`config.mk`:
```
export PLATFORM = sky130hd
export DESIGN_NAME = uart_tx_sched_flat
export DESIGN_NICKNAME = d
export VERILOG_FILES = /design/src/rtl/uart_tx_sched_pkg.sv /design/src/rtl/uart_tx_sched_if.sv /design/src/rtl/uart_tx_sched_sync_fifo.sv /design/src/rtl/uart_tx_sched.sv /design/src/flat_wrapper.sv
export SDC_FILE = /design/constraint.sdc
export NUM_CORES = 1
export LEC_CHECK = 0
export BUFFER_PORTS_ARGS = -buffer_cell sky130_fd_sc_hd__buf_2
export CORE_MARGIN = 2
export CORE_UTILIZATION = 35
export CTS_CLUSTER_DIAMETER = 120
export CTS_CLUSTER_SIZE = 14
export DETAILED_ROUTE_END_ITERATION = 12
export PLACE_DENSITY = 0.56
export SYNTH_ARGS = -nofsm -noshare
export SYNTH_HDL_FRONTEND = slang
export SYNTH_SLANG_ARGS = --single-unit
```
`constraint.sdc`:
```
create_clock -name clk_core -period 3.6 [get_ports clk_core]
set_input_delay 0.36 -clock clk_core [delete_from_list [all_inputs] [get_ports clk_core]]
set_output_delay 0.36 -clock clk_core [all_outputs]
set_load 0.01 [all_outputs]
```
`src/rtl/uart_tx_sched_pkg.sv`:
```
// Shared types for the UART TX scheduler: FSM state encoding
// and the default bit period (47.9 MHz core / 115200 baud).
package uart_tx_sched_pkg;

  localparam int CLKS_PER_BIT_DEF = 416;

  typedef enum logic [1:0] {
    ST_IDLE,
    ST_START,
    ST_DATA,
    ST_STOP
  } tx_state_e;

endpackage

```
`src/rtl/uart_tx_sched_if.sv`:
```
// Byte write port into the UART TX scheduler.
// Plain valid/ready; a byte transfers when both are high.
interface uart_tx_sched_if;

  logic [7:0] wr_data;
  logic       wr_valid;
  logic       wr_ready;

  modport master (
    output wr_data,
    output wr_valid,
    input  wr_ready
  );

  modport slave (
    input  wr_data,
    input  wr_valid,
    output wr_ready
  );

endinterface

```
`src/rtl/uart_tx_sched_sync_fifo.sv`:
```
// Single-clock FIFO with registered level, async active-low reset.
// Head entry is presented combinationally on dout.
module sync_fifo #(
  parameter int W  = 8,
  parameter int AW = 3
) (
  input  logic          clk,
  input  logic          rst_n,
  input  logic          push,
  input  logic [W-1:0]  din,
  input  logic          pop,
  output logic [W-1:0]  dout,
  output logic [AW:0]   level,
  output logic [AW:0]   level_nxt
);

  localparam logic [AW:0] DEPTH = (AW+1)'(1 << AW);

  logic [W-1:0]  mem [0:(1<<AW)-1];
  logic [AW-1:0] wr_ptr_q, wr_ptr_d;
  logic [AW-1:0] rd_ptr_q, rd_ptr_d;
  logic [AW:0]   level_q, level_d;
  logic          do_push, do_pop;

  assign do_push = push & (level_q != DEPTH);
  assign do_pop  = pop & (level_q != '0);

  always_comb begin
    wr_ptr_d = wr_ptr_q + AW'(do_push);
    rd_ptr_d = rd_ptr_q + AW'(do_pop);
    level_d  = level_q + (AW+1)'(do_push)
             - (AW+1)'(do_pop);
  end

  always_ff @(posedge clk or negedge rst_n) begin
    if (!rst_n) begin
      wr_ptr_q <= '0;
      rd_ptr_q <= '0;
      level_q  <= '0;
    end else begin
      wr_ptr_q <= wr_ptr_d;
      rd_ptr_q <= rd_ptr_d;
      level_q  <= level_d;
    end
  end

  always_ff @(posedge clk) begin
    if (do_push) mem[wr_ptr_q] <= din;
  end

  assign dout      = mem[rd_ptr_q];
  assign level     = level_q;
  assign level_nxt = level_d;

endmodule

```
`src/rtl/uart_tx_sched.sv`:
```
// UART TX scheduler: buffers bytes and serialises 8N1/8N2 frames,
// starting a new frame only while the peer hold input is low.
module uart_tx_sched
  import uart_tx_sched_pkg::*;
#(
  parameter int CLKS_PER_BIT = CLKS_PER_BIT_DEF,
  parameter int FIFO_AW      = 3,
  parameter int STOP_BITS    = 1
) (
  input  logic             clk_core,
  input  logic             reset_n,
  uart_tx_sched_if.slave   wr,
  input  logic             hold,
  output logic             tx,
  output logic             busy,
  output logic [FIFO_AW:0] fifo_level
);

  localparam int CW = $clog2(CLKS_PER_BIT);
  localparam logic [CW-1:0] CNT_MAX =
    CW'(CLKS_PER_BIT - 1);
  localparam logic [2:0] STOP_LAST = 3'(STOP_BITS - 1);
  localparam logic [FIFO_AW:0] DEPTH =
    (FIFO_AW+1)'(1 << FIFO_AW);

  tx_state_e       state_q, state_d;
  logic [CW-1:0]   cnt_q, cnt_d;
  logic [2:0]      bit_q, bit_d;
  logic [7:0]      sh_q, sh_d;
  logic            loaded_q, loaded_d;
  logic            tx_q, tx_d;
  logic            busy_q, busy_d;
  logic            push, pop, can_pop, tick;
  logic [7:0]      head;
  logic [FIFO_AW:0] lvl_nxt;

  assign wr.wr_ready = (fifo_level != DEPTH);
  assign push    = wr.wr_valid & wr.wr_ready;
  assign can_pop = (fifo_level != '0) & ~hold;
  assign tick    = (cnt_q == CNT_MAX);

  sync_fifo #(
    .W  (8),
    .AW (FIFO_AW)
  ) u_fifo (
    .clk       (clk_core),
    .rst_n     (reset_n),
    .push      (push),
    .din       (wr.wr_data),
    .pop       (pop),
    .dout      (head),
    .level     (fifo_level),
    .level_nxt (lvl_nxt)
  );

  // A pop parks the byte in IDLE for one cycle (loaded_q), then START.
  always_comb begin
    state_d  = state_q;
    cnt_d    = cnt_q;
    bit_d    = bit_q;
    sh_d     = sh_q;
    loaded_d = loaded_q;
    pop      = 1'b0;
    if (state_q != ST_IDLE)
      cnt_d = tick ? '0 : cnt_q + CW'(1);
    unique case (state_q)
      ST_IDLE: begin
        if (loaded_q) begin
          state_d  = ST_START;
          cnt_d    = '0;
          loaded_d = 1'b0;
        end else if (can_pop) begin
          pop      = 1'b1;
          sh_d     = head;
          loaded_d = 1'b1;
        end
      end
      ST_START: begin
        if (tick) state_d = ST_DATA;
      end
      ST_DATA: begin
        if (tick) begin
          bit_d = bit_q + 3'd1;
          if (bit_q == 3'd7) state_d = ST_STOP;
        end
      end
      ST_STOP: begin
        if (tick) begin
          if (bit_q == STOP_LAST) begin
            state_d = ST_IDLE;
            bit_d   = '0;
            if (can_pop) begin
              pop      = 1'b1;
              sh_d     = head;
              loaded_d = 1'b1;
            end
          end else begin
            bit_d = bit_q + 3'd1;
          end
        end
      end
      default: state_d = ST_IDLE;
    endcase

    unique case (state_d)
      ST_START: tx_d = 1'b0;
      ST_DATA:  tx_d = sh_d[bit_d];
      default:  tx_d = 1'b1;
    endcase
    busy_d = (state_d != ST_IDLE) | loaded_d
           | (lvl_nxt != '0);
  end

  always_ff @(posedge clk_core or negedge reset_n) begin
    if (!reset_n) begin
      state_q  <= ST_IDLE;
      cnt_q    <= '0;
      bit_q    <= '0;
      sh_q     <= '0;
      loaded_q <= 1'b0;
      tx_q     <= 1'b1;
      busy_q   <= 1'b0;
    end else begin
      state_q  <= state_d;
      cnt_q    <= cnt_d;
      bit_q    <= bit_d;
      sh_q     <= sh_d;
      loaded_q <= loaded_d;
      tx_q     <= tx_d;
      busy_q   <= busy_d;
    end
  end

  assign tx   = tx_q;
  assign busy = busy_q;

endmodule

```
`src/flat_wrapper.sv`:
```
// flat-port wrapper written by rule: the top's interface ports become plain ports
module uart_tx_sched_flat import uart_tx_sched_pkg::*;
#(
  parameter int CLKS_PER_BIT = CLKS_PER_BIT_DEF,
  parameter int FIFO_AW      = 3,
  parameter int STOP_BITS    = 1
)
  (clk_core, reset_n, hold, tx, busy, fifo_level, wr_wr_data, wr_wr_valid, wr_wr_ready);
  uart_tx_sched_if wr_i ();
  input  logic clk_core;
  input  logic reset_n;
  input  logic hold;
  output logic tx;
  output logic busy;
  output logic [FIFO_AW:0] fifo_level;
  input wire logic [$bits(wr_i.wr_data)-1:0] wr_wr_data;
  input wire logic [$bits(wr_i.wr_valid)-1:0] wr_wr_valid;
  output wire logic [$bits(wr_i.wr_ready)-1:0] wr_wr_ready;
  assign wr_i.wr_data = wr_wr_data;
  assign wr_i.wr_valid = wr_wr_valid;
  assign wr_wr_ready = wr_i.wr_ready;
  uart_tx_sched #(.CLKS_PER_BIT(CLKS_PER_BIT), .FIFO_AW(FIFO_AW), .STOP_BITS(STOP_BITS)) u_core (.clk_core(clk_core), .reset_n(reset_n), .wr(wr_i), .hold(hold), .tx(tx), .busy(busy), .fifo_level(fifo_level));
endmodule
```
Word-level counts from Yosys, hierarchy flattened
Memories as Yosys holds them, arrays and structs flattened.
Index checks and enable logic that the tools add are counted.
{ "op_classes": {"n_eq_ne": 8, "n_reduce_logical": 6, "n_lt_le_gt_ge": 1, "add_sub_neg": 6, "n_bitwise": 7, "muxes": 34} }
{ "op_table": {"columns": ["operator", "count"], "rows": [
  ["$mux 9", 4],
  ["$mux 8", 4],
  ["$pmux 8 s2", 1],
  ["$mux 2", 6],
  ["$mux 1", 10],
  ["$add 9x1->9 const B", 1],
  ["$eq 9x9->1 const B", 1],
  ["$mux 3", 3],
  ["$pmux 2 s4", 1],
  ["$reduce_bool 4->1", 2],
  ["$add 3x1->3", 2],
  ["$eq 2x2->1 const B", 3],
  ["$pmux 1 s2", 3],
  ["$pmux 3 s2", 1],
  ["$add 4x1->4", 1],
  ["$and 1x1->1", 4],
  ["$eq 2x1->1 const B", 2],
  ["$lt 3x4->1 const B", 1],
  ["$ne 4x4->1 const B", 1],
  ["$reduce_bool 2->1", 2],
  ["$sub 4x1->4", 1],
  ["$add 3x1->3 const B", 1],
  ["$bmux 1 s3", 1],
  ["$eq 3x3->1 const B", 1],
  ["other kinds (4)", 5]
]} }
{ "totals": {"register_bits": 35, "elab_cells": 73, "memories": 1, "inputBits": 12, "ramBits": 64, "output_inout_bits": 7} }
{ "memory_table": {"columns": ["memory", "words", "word_bits", "rd", "rd_clocked_by_memory_dff", "write_ports", "line_no", "rtl"], "rows": [
  ["u_core.u_fifo.mem", 8, 8, 1, 0, 1, "uart_tx_sched_sync_fifo.sv:19", "logic [W-1:0] mem [0:(1<<AW)-1];"]
]} }

Longest topological paths before layout
Gate-level depths: netlist (run 1).
{ "depth": {"depth_word": 10, "depth_mapped": 17, "mapped_depth_nobuf": 14} }

Cells and area by module
A second synthesis (run 1) with hierarchy kept.
{ "unflattened": {"cells_unflattened": 311, "hier_area_um2": 4649.5} }
{ "modules_own_cells": {"columns": ["module", "instances", "seq_area_each_um2", "area_each_um2", "cells_per_inst"], "rows": [
  ["sync_fifo", 1, 2172.1, 3030.4, 145],
  ["uart_tx_sched", 1, 626.9, 1619.1, 166]
]} }

Least setup slack after synthesis (run 1)
No wires, ideal clock.
{ "synth_path": {"path_kind": "reg2reg", "startpoint": "register u_core.state_q[1]", "endpoint": "register u_core.busy_q (netlist: u_core.busy)", "slack_ps": 90, "stages_incl_launch_ff": 18, "arrival_ps": 3372, "path_buffers": 3, "setup_time_ps": 138, "path_cell_list": "dfrtp_1 inv_1 ha_1 buf_2 nor2b_1 buf_2 a41oi_1 or4_4 buf_6 inv_1 ha_1 inv_1 ha_1 inv_1 fa_1 inv_1 nor4_1 or4b_1"} }
{ "synth_via": {"elab_chain_cells": 6} }
{ "synth_lines": {"columns": ["element", "line_no", "rtl"], "rows": [
  ["start: declaration", "uart_tx_sched.sv:26", "tx_state_e state_q, state_d;"],
  ["start signal: assignment", "uart_tx_sched.sv:124", "state_q <= state_d;"],
  ["$eq 2x2->1 or $logic_not 2->1 (tied branches)", "uart_tx_sched.sv:66", "unique case (state_q)"],
  ["$pmux 1 s2 *", "uart_tx_sched.sv:66", null],
  ["$and 1x1->1 *", "uart_tx_sched_sync_fifo.sv:26", "assign do_pop = pop & (level_q != '0);"],
  ["$sub 4x1->4 *", "uart_tx_sched_sync_fifo.sv:32", "- (AW+1)'(do_pop);"],
  ["named net u_core.lvl_nxt[1]", "uart_tx_sched.sv:35", "logic [FIFO_AW:0] lvl_nxt;"],
  ["$reduce_bool 4->1 *", "uart_tx_sched.sv:111", "| (lvl_nxt != '0);"],
  ["$or 1x1->1 *", "uart_tx_sched.sv:111", null],
  ["named net u_core.busy_d", "uart_tx_sched.sv:32", "logic busy_q, busy_d;"],
  ["end signal: assignment", "uart_tx_sched.sv:130", "busy_q <= busy_d;"],
  ["end: declaration", "uart_tx_sched.sv:32", null]
]} }
Mark *: on every way through the listed nets, which the timed path passes. The rest lies on a longest branch.

Worst setup path after layout (run 1)
{ "layout_path": {"startpoint": "register u_core.cnt_q[0]", "endpoint": "register u_core.busy_q (netlist: u_core.busy)"} }
{ "layout_via": {"elab_chain_cells": 7} }
{ "layout_lines": {"columns": ["element", "line_no", "rtl"], "rows": [
  ["start: declaration", "uart_tx_sched.sv:27", "logic [CW-1:0] cnt_q, cnt_d;"],
  ["start signal: assignment", "uart_tx_sched.sv:125", "cnt_q <= cnt_d;"],
  ["$eq 9x9->1", "uart_tx_sched.sv:40", "assign tick = (cnt_q == CNT_MAX);"],
  ["$mux 1", "uart_tx_sched.sv:88", "if (tick) begin"],
  ["$pmux 1 s2", "uart_tx_sched.sv:66", null],
  ["$and 1x1->1", "uart_tx_sched_sync_fifo.sv:26", null],
  ["$sub 4x1->4", "uart_tx_sched_sync_fifo.sv:32", null],
  ["named net u_core.lvl_nxt[1]", "uart_tx_sched.sv:35", null],
  ["$reduce_bool 4->1", "uart_tx_sched.sv:111", null],
  ["$or 1x1->1", "uart_tx_sched.sv:111", null],
  ["named net u_core.busy_d", "uart_tx_sched.sv:32", null]
]} }
The timed path passes the listed nets, and every way through them passes these cells.

==> out/qor.txt, run 1 <==
Post-synth EDFFs - 64
CP required - 3.81 ns
Most used DFF post-synth - edfxtp_1
Layout area overhead - 13.6%
ratio of final minimum period to clock period - 94.2%
CTS tree - done
starting density of the core - 36.2%
sequential share of the synthesized area - 63.8%
Total Power - 2.77 mW
area leader, netlist - edfxtp_1
detailed placement HPWL - 5.29 mm
ANT cells - 0
die area - 13500 µm²
r2r worst-path depth - 13
Leak - 1.89 nW
fillcell total - 1138
Nets - 359
global-route met3 utilization - 2.98%
hold buffers post-CTS - 0
synth cell count leaders - edfxtp_1, dfrtp_1, inv_1
most instantiated library cell after synthesis - edfxtp_1
GPL Wtd Cong - 0.766
layout cells sized above 1 - 20.1%
vias in the first global route - 2522
Final ANT Viol Nets - 0
Max Root-Sink Buffers - 2
Syn Inst Count - 299
worst hold path type - in2async
CP Capture Type - flip-flop
# port buffers - 18
num ports - 19
total track usage - 13.4%
post-cts resize count - 0
met1 usage - 17.3%
Synth cell types - 51
final setup fails - 0
Die W - 116 µm
final hold viol count - 0
final instance area - 4980 µm²
htree depth - 3
asr flop ratio synth - 35.4%
Vias/cell - 4.86
clk_skew - 0.00553 ns
Worst Path Arrival - 3.60 ns
Post-DP Area - 4700 µm²
Syn Area/Cell - 14.7 µm²
worst-path maximum fanout - 5
Final min period - 3.39 ns
Slew @ Worst Pin - 0.975 ns
Worst-Skew Late Latency - 0.34 ns
final wirelength - 8.04 mm
DRT Pass-1 Iters - 4
clock root buffer - clkbuf_16
Placeable Area - 12100 µm²
setup bufs post-CTS - 0
clock sinks - 99
num rows - 40
Synth warnings - 0
Rel. slew slack - 34.7%
status - finished clean
initial antenna violation count - 0
critical path class - reg2reg
drt initial violations - 152
FF+latch count, synth - 99
Synthesized Nets - 330
f_max - 0.295 GHz
global-route wire length before repair - 13.3 mm
Inserted Clock Buffers - 9
maximum vdd ir drop - 0.480 mV
Post-Syn Area - 4390 µm²
max_cap viols - 0
final slew viol count - 0
Most Crowded Layer GR - met2
largest net degree at the start of global routing - 36
via count - 2434
RSZ-0062 raised after global routing - false
setup TNS - 0 ns
Yosys top cell area share - 43.8%
CP Launch Type - flip-flop
grt ovf - 0
met2 global-route usage - 22.1%
Synth area leaders - edfxtp_1, dfrtp_1, mux4_2
register clock-pin slew on the reported worst setup and hold paths - 0.07 ns
WL/cell - 16.0 µm
Die Span Y - 116 µm
pwr dens - 557 nW/µm²
drc violations - 0
-- kinds of logic after synthesis --
kind of cell    count (synthesis)  synth area share [%]
flops                          99                  63.8
simple gates                   65                  7.81
xor+xnor                        5                 0.998
mux                            24                  10.0
buf+inv                        33                  3.36
compound gates                 54                  8.44
fa+ha+maj                      19                  5.59
-- worst paths after layout --
check | to | slack (ns) | startpoint
worst max-delay path | u_core.busy$_DFF_PN0_ | 0.21 | u_core.cnt_q[0]$_DFF_PN0_
worst min-delay path | u_core.cnt_q[3]$_DFF_PN0_ | 0.10 | reset_n
worst max register to register | u_core.busy$_DFF_PN0_ | 0.21 | u_core.cnt_q[0]$_DFF_PN0_
worst min register to register | u_core.sh_q[3]$_DFF_PN0_ | 0.48 | u_core.sh_q[3]$_DFF_PN0_
max in group asynchronous | u_core.sh_q[6]$_DFF_PN0_ | 3.00 | reset_n
min in group clk_core | u_core.u_fifo.mem[4][0]$_DFFE_PP_ | 0.28 | wr_wr_data[0]
-- layer usage --
metal	vias to the layer above	routed length, µm
met5	-	0
met4	0	103
met3	8	222
met2	31	3910
met1	1206	3800
li1	1189	-
-- worst max-delay path, stage by stage (launching register included) --
cell and delay [ns]:
dfrtp_1 0.40, ha_1 0.25, and4_1 0.24, a41oi_1 0.11, or4_4 0.43, inv_1 0.10, ha_1 0.22, inv_1 0.06
ha_1 0.15, inv_1 0.05, fa_1 0.47, inv_1 0.05, nor4_1 0.26, or4b_1 0.47
-- power breakdown --
group / switching (mW) / internal, mW / leakage, nW
sequential: 0.0649 / 1.38 / 1.01
combinational: 0.252 / 0.171 / 0.741
clock: 0.429 / 0.480 / 0.136
-- state kept, by name, summed over array words and instances (netlist names) --
signal	count
u_core.u_fifo.mem	64
u_core.loaded_q	1
u_core.state_q	2
u_core.cnt_q	9
u_core.u_fifo.wr_ptr_q	3
u_core.sh_q	8
u_core.bit_q	3
u_core.u_fifo.level	4
u_core.busy	1
u_core.tx	1
u_core.u_fifo.rd_ptr_q	3
-- layout by cell type (no fill, tap or decap), types with 10 or more instances in the layout --
master	n
buf_4	10
nor2_1	17
mux4_2	16
edfxtp_1	64
buf_2	18
a21oi_1	10
inv_1	23
ha_1	18
o21ai_0	15
nand2_1	18
dfrtp_1	34
-- metrics by stage --
stage	util (%)	hold slack [ns]	setup WS, ns	std cells
floorplan	-	0.0644	0.0898	299
global route	41.2	0.165	0.0106	501
detailed placement	38.8	0.465	0.191	485
CTS	41.1	0.139	0.155	501
global placement	38.8	0.458	0.276	485
finish	41.2	0.100	0.208	501
-- cell type report --
cell class | count | area [µm²] | share of cell area, %
Clock buffer | 11 | 233 | 4.67
Timing Repair Buffer | 28 | 165 | 3.31
Sequential cell | 99 | 2800 | 56.1
Inverter | 23 | 86.3 | 1.73
Multi-Input combinational cell | 167 | 1450 | 29.0
Tap cell | 168 | 210 | 4.22
Clock inverter | 5 | 46.3 | 0.929
No activity file was read; power rests on OpenSTA's default activity.
==> inputs of run 2 (changes only) <==
--- a/config.mk
+++ b/config.mk
@@ -11,7 +11,8 @@
 export CTS_CLUSTER_DIAMETER = 120
 export CTS_CLUSTER_SIZE = 14
 export DETAILED_ROUTE_END_ITERATION = 12
-export PLACE_DENSITY = 0.56
+export PLACE_DENSITY = 0.54
 export SYNTH_ARGS = -nofsm -noshare
 export SYNTH_HDL_FRONTEND = slang
+export SYNTH_HIERARCHICAL = 1
 export SYNTH_SLANG_ARGS = --single-unit
==> constraint.sdc (replaced) <==
create_clock -name clk_core -period 4.4 [get_ports clk_core]
set_input_delay 0.44 -clock clk_core [delete_from_list [all_inputs] [get_ports clk_core]]
set_output_delay 0.44 -clock clk_core [all_outputs]
set_load 0.01 [all_outputs]
==> run 2 against run 1 <==
Net effect: sequential cell count unchanged; sequential share of layout area decreased by 2.3 points; sequential power decreased by 17%; global-route usage decreased by 0.64 points; routed wire length increased by 3.3%; power decreased by 16%; critical path type unchanged; worst hold slack improved by 0.076 ns; register-to-register slack improved by 0.32 ns; final cell count increased by 2.0%; setup slack improved by 0.32 ns; clock skew about the same; clock power decreased by 14%.
==> out/qor.txt, run 2 <==
CTS tree - done
die area - 14200 µm²
Max Root-Sink Buffers - 2
Post-Syn Area - 4650 µm²
most frequent cells in the layout - edfxtp_1, dfrtp_1, nand2_1
Die W - 119 µm
num rows - 42
FF+latch count, synth - 99
Rel. slew slack - 36.7%
CP dominant cell by count - inv_1
final slew viol count - 0
drc violations - 0
critical path class - reg2reg
clock sinks - 99
ANT cells - 0
CP required - 4.62 ns
slowest CP cell - or4_1
area leader, netlist - edfxtp_1
asr flop ratio synth - 35.4%
CP Cell Sequence - inv_1 > ha_1 > nor2b_1 > a41oi_2 > nor4_4 > a21boi_0 > ha_1 > inv_1 > ha_1 > inv_1 > fa_1 > inv_1 > or4_1 > or4_1
sequential share of the synthesized area - 60.2%
GPL Wtd Cong - 0.809
Synthesized Nets - 342
Most used DFF post-synth - edfxtp_1
CP Launch Type - flip-flop
clk_skew - 0.00596 ns
Syn Inst Count - 311
Yosys top cell area share - 41.3%
Synth cell types - 60
# port buffers - 18
CP Capture Type - flip-flop
most instantiated library cell after synthesis - edfxtp_1
reg2reg start - u_core/state_q[0]$_DFF_PN0_
max_cap viols - 0
pre-CTS setup slack - 0.500 ns
maximum vdd ir drop - 0.329 mV
via count - 2529
post-cts resize count - 0
total track usage - 12.7%
Nets - 361
Reg2Reg Setup Slack - 0.53 ns
Die Span Y - 119 µm
Syn Area/Cell - 15.0 µm²
Leak - 1.93 nW
largest net degree at the start of global routing - 36
Vias/cell - 4.95
final hold slack - 0.176 ns
ratio of final minimum period to clock period - 88.0%
r2r worst-path depth - 14
vias in the first global route - 2579
reg2reg end - u_core/busy$_DFF_PN0_
Final Worst Setup Slack - 0.527 ns
status - finished clean
end-of-flow core utilization - 39.7%
Top reg by flops - u_core/u_fifo/mem
Final ANT Viol Nets - 0
Post-synth EDFFs - 64
Synth warnings - 6
worst hold path type - in2async
Post-DP Area - 4900 µm²
drt initial violations - 138
register clock-pin slew on the reported worst setup and hold paths - 0.07 ns
WL/cell - 16.2 µm
starting density of the core - 35.5%
pwr dens - 450 nW/µm²
grt ovf - 0
num ports - 19
Layout area overhead - 11.7%
CP max stage delay - 0.51 ns
fillcell total - 1205
top flop regs - u_core/u_fifo/mem x64, u_core/cnt_q x9, u_core/sh_q x8
most common cell after layout, fill and taps aside - edfxtp_1
max reg flops - 64
final hold viol count - 0
setup bufs post-CTS - 0
Slew @ Worst Pin - 0.946 ns
Placeable Area - 13100 µm²
f_max - 0.258 GHz
DRT Pass-1 Iters - 4
Final min period - 3.87 ns
Worst Path Arrival - 4.09 ns
detailed placement HPWL - 5.51 mm
hold buffers post-CTS - 0
Synth area leaders - edfxtp_1, dfrtp_1, mux4_1
final wirelength - 8.30 mm
final setup fails - 0
worst-path maximum fanout - 10
Inserted Clock Buffers - 9
global-route wire length before repair - 13.6 mm
htree depth - 3
RSZ-0062 raised after global routing - false
setup TNS - 0 ns
synth cell count leaders - edfxtp_1, dfrtp_1, nand2_1
clock root buffer - clkbuf_16
initial antenna violation count - 0
final instance area - 5190 µm²
Worst-Skew Late Latency - 0.35 ns
layout cells sized above 1 - 18.2%
==> run 2: cell type report <==
type | instances | area, µm² | area share (%)
Inverter | 17 | 63.8 | 1.23
Clock inverter | 7 | 72.6 | 1.40
Clock buffer | 9 | 225 | 4.34
Sequential cell | 99 | 2800 | 53.9
Multi-Input combinational cell | 183 | 1710 | 32.9
Tap cell | 176 | 220 | 4.24
Timing Repair Buffer | 20 | 105 | 2.02
==> run 2: per-stage QoR <==
step / power [mW] / cells
after floorplan: 1.44 / 311
final: 2.34 / 511
after CTS: 2.37 / 511
after detailed placement: 1.58 / 495
after global routing: 2.46 / 511
after global placement: 1.57 / 495
==> run 2: worst max path at each step <==
stage,end,slack (ns),from,cells past startpoint
floorplan,u_core/busy$_DFF_PN0_,0.51,u_core/state_q[0]$_DFF_PN0_,16
global placement,u_core/busy$_DFF_PN0_,0.67,u_core/state_q[0]$_DFF_PN0_,14
detailed placement,u_core/busy$_DFF_PN0_,0.50,u_core/state_q[0]$_DFF_PN0_,14
CTS,u_core/busy$_DFF_PN0_,0.49,u_core/state_q[0]$_DFF_PN0_,14
global route,u_core/busy$_DFF_PN0_,0.23,u_core/state_q[0]$_DFF_PN0_,14
finish,u_core/busy$_DFF_PN0_,0.53,u_core/state_q[0]$_DFF_PN0_,14
==> run 2: logic make-up (layout without fill, tap and decap cells) <==
logic type	Yosys count	count (layout)	synth area share, %
mux	26	26	11.3
fa+ha+maj	19	19	5.27
simple gates	72	72	9.34
xor+xnor	5	5	0.942
buf+inv	29	53	3.28
flops	99	99	60.2
compound gates	61	61	9.63
==> run 2: critical path: cells and delay by family (launching register included) <==
| family | cells | cell delay (ns) |
|---|---|---|
| buf+inv | 4 | 0.27 |
| flops | 1 | 0.40 |
| simple gates | 4 | 1.37 |
| fa+ha+maj | 4 | 1.31 |
| compound gates | 2 | 0.39 |
==> run 2: layer usage <==
metal,global-route usage [%],vias up,routed length [µm]
met1,15.1,1249,3600
met4,5.21,0,177
met2,21.7,27,4280
li1,-,1241,-
met5,0,-,0
met3,3.74,12,249
==> run 2: report_power, final <==
part	switching (mW)	internal (mW)	total [mW]
clock network	0.340	0.444	0.785
registers	0.0793	1.12	1.20
logic	0.205	0.143	0.348
==> inputs of run 3 (changes only) <==
--- a/config.mk
+++ b/config.mk
@@ -5,7 +5,9 @@
 export SDC_FILE = /design/constraint.sdc
 export NUM_CORES = 1
 export LEC_CHECK = 0
+export ABC_AREA = 1
 export BUFFER_PORTS_ARGS = -buffer_cell sky130_fd_sc_hd__buf_2
+export CAP_MARGIN = 40
 export CORE_MARGIN = 2
 export CORE_UTILIZATION = 35
 export CTS_CLUSTER_DIAMETER = 120
==> run 3 against run 2 <==
Net effect: final cell count increased by 46%; maximum frequency increased by 15%; routed wire length up 23%; clock power barely moved; largest cell class unchanged.
==> out/qor.txt, run 3 <==
Inserted Clock Buffers - 9
pwr dens - 611 nW/µm²
sequential share of the synthesized area - 56.0%
drc violations - 0
FF+latch count, synth - 99
fillcell total - 1370
clock sinks - 99
Synth warnings - 6
Nets - 592
end-of-flow core utilization - 40.3%
CP required - 4.64 ns
r2r worst-path depth - 18
RSZ-0062 raised after global routing - false
Layout area overhead - 12.4%
maximum vdd ir drop - 0.291 mV
layout cells sized above 1 - 15.2%
Critical Path Source - u_core/state_q[1]$_DFF_PN0_
Top reg by flops - u_core/u_fifo/mem
CP dominant cell by count - inv_1
Rel. slew slack - 47.3%
final slew viol count - 0
Die Span Y - 124 µm
most frequent cells in the layout - nand2_1, inv_1, edfxtp_1
Post-synth EDFFs - 64
max_cap viols - 0
CP Cell Sequence - inv_1 > ha_1 > inv_2 > nor2_4 > inv_2 > nand2_4 > nand2_1 > inv_1 > inv_1 > a31oi_1 > ha_1 > inv_1 > ha_1 > inv_1 > fa_1 > inv_1 > nor4_1 > nand3_1
DRT Pass-1 Iters - 4
initial antenna violation count - 0
final hold viol count - 0
Critical Path Sink - u_core/busy$_DFF_PN0_
# port buffers - 18
Most used DFF post-synth - edfxtp_1
synth cell count leaders - nand2_1, inv_1, edfxtp_1
num ports - 19
most instantiated library cell after synthesis - nand2_1
status - finished clean
Reg2Reg Setup Slack - 1.03 ns
Synthesized Nets - 565
Worst Path Arrival - 3.60 ns
setup bufs post-CTS - 0
drt initial violations - 152
area leader, netlist - edfxtp_1
ANT cells - 0
setup TNS - 0 ns
total track usage - 14.6%
hold buffers post-CTS - 0
post-cts resize count - 0
reg2reg end - u_core/busy$_DFF_PN0_
slowest CP cell - fa_1
asr flop ratio synth - 35.4%
Final min period - 3.37 ns
num rows - 43
register clock-pin slew on the reported worst setup and hold paths - 0.07 ns
grt ovf - 0
via count - 3387
clock root buffer - clkbuf_16
final instance area - 5620 µm²
top flop regs - u_core/u_fifo/mem x64, u_core/cnt_q x9, u_core/sh_q x8
f_max - 0.297 GHz
detailed placement HPWL - 7.24 mm
critical path class - reg2reg
CP max stage delay - 0.47 ns
WL/cell - 13.7 µm
global-route wire length before repair - 16.5 mm
htree depth - 3
Post-Syn Area - 5000 µm²
Final ANT Viol Nets - 0
CP Launch Type - flip-flop
GPL Wtd Cong - 0.791
Syn Inst Count - 534
Placeable Area - 13900 µm²
vias in the first global route - 3214
Synth area leaders - edfxtp_1, dfrtp_1, nand2_1
Synth cell types - 41
worst hold path type - in2async
die area - 15300 µm²
reg2reg start - u_core/state_q[1]$_DFF_PN0_
final setup fails - 0
Die W - 124 µm
Worst-Skew Late Latency - 0.36 ns
Slew @ Worst Pin - 0.791 ns
max reg flops - 64
final hold slack - 0.161 ns
Yosys top cell area share - 38.4%
CTS tree - done
Vias/cell - 4.54
most common cell after layout, fill and taps aside - nand2_1
largest net degree at the start of global routing - 36
Post-DP Area - 5330 µm²
starting density of the core - 35.9%
Max Root-Sink Buffers - 2
worst-path maximum fanout - 9
Leak - 2.67 nW
CP Capture Type - flip-flop
ratio of final minimum period to clock period - 76.5%
clk_skew - 0.00948 ns
final wirelength - 10.2 mm
Syn Area/Cell - 9.37 µm²
-- run 3: metrics by stage --
stage,power [mW],worst slack [ns],cells
2_1_floorplan,2.34,1.39,534
3_3_place_gp,2.63,1.15,722
3_5_place_dp,2.69,1.03,730
4_1_cts,3.49,1.02,746
5_1_grt,3.71,0.715,746
6_report,3.43,1.03,746
-- run 3: layer usage --
metal | GRT usage [%] | wire, µm | vias up
met3 | 3.32 | 247 | 10
met1 | 18.1 | 4620 | 1593
met2 | 24.9 | 5250 | 30
li1 | - | - | 1754
met5 | 0 | 0 | -
met4 | 5.33 | 127 | 0
-- run 3: worst max-delay path: cells and delay by family, from the launching register on --
| family | cells | cell delay, ns |
|---|---|---|
| AND/OR/NAND/NOR | 5 | 0.76 |
| AO/OA/AOI/OAI | 1 | 0.20 |
| adder cells (fa/ha/maj) | 4 | 1.22 |
| flip-flops | 1 | 0.42 |
| buffers and inverters | 8 | 0.66 |
-- run 3: layout make-up --
class | instances | area [µm²] | share of cell area [%]
sequential | 99 | 2800 | 49.8
multi-input combinational | 319 | 1740 | 31.0
inverter | 105 | 397 | 7.06
clock buffer | 9 | 225 | 4.01
tap | 180 | 225 | 4.01
timing repair buffer | 27 | 165 | 2.94
clock inverter | 7 | 68.8 | 1.22
-- run 3: cells by family (layout without fill, tap and decap cells) --
logic type	count (synthesis)	in the layout	share of synthesized area (%)
buffers and inverters	116	148	10.0
muxes	1	1	0.200
DFF	99	99	56.0
AOI/OAI and AO/OA	22	22	2.95
and+or+nand+nor	269	269	24.6
xor gates and xnor gates	8	8	1.40
adders and majority gates	19	19	4.90
-- run 3: report_power, final --
group	total [mW]	internal, mW	leakage [nW]	switching, mW
Clock	0.784	0.400	0.145	0.384
Combinational	1.25	0.433	1.50	0.820
Sequential	1.40	1.21	1.03	0.188
-- run 3: worst min-delay path by stage --
stage                        startpoint                        end  slack (ns)
2_1_floorplan                   reset_n  u_core/bit_q[0]$_DFF_PN0_        0.14
3_3_place_gp   u_core/sh_q[2]$_DFF_PN0_   u_core/sh_q[2]$_DFF_PN0_        0.45
3_5_place_dp   u_core/sh_q[0]$_DFF_PN0_   u_core/sh_q[0]$_DFF_PN0_        0.45
4_1_cts                         reset_n  u_core/cnt_q[1]$_DFF_PN0_        0.19
5_1_grt                         reset_n  u_core/cnt_q[0]$_DFF_PN0_        0.22
6_report                        reset_n  u_core/cnt_q[1]$_DFF_PN0_        0.16
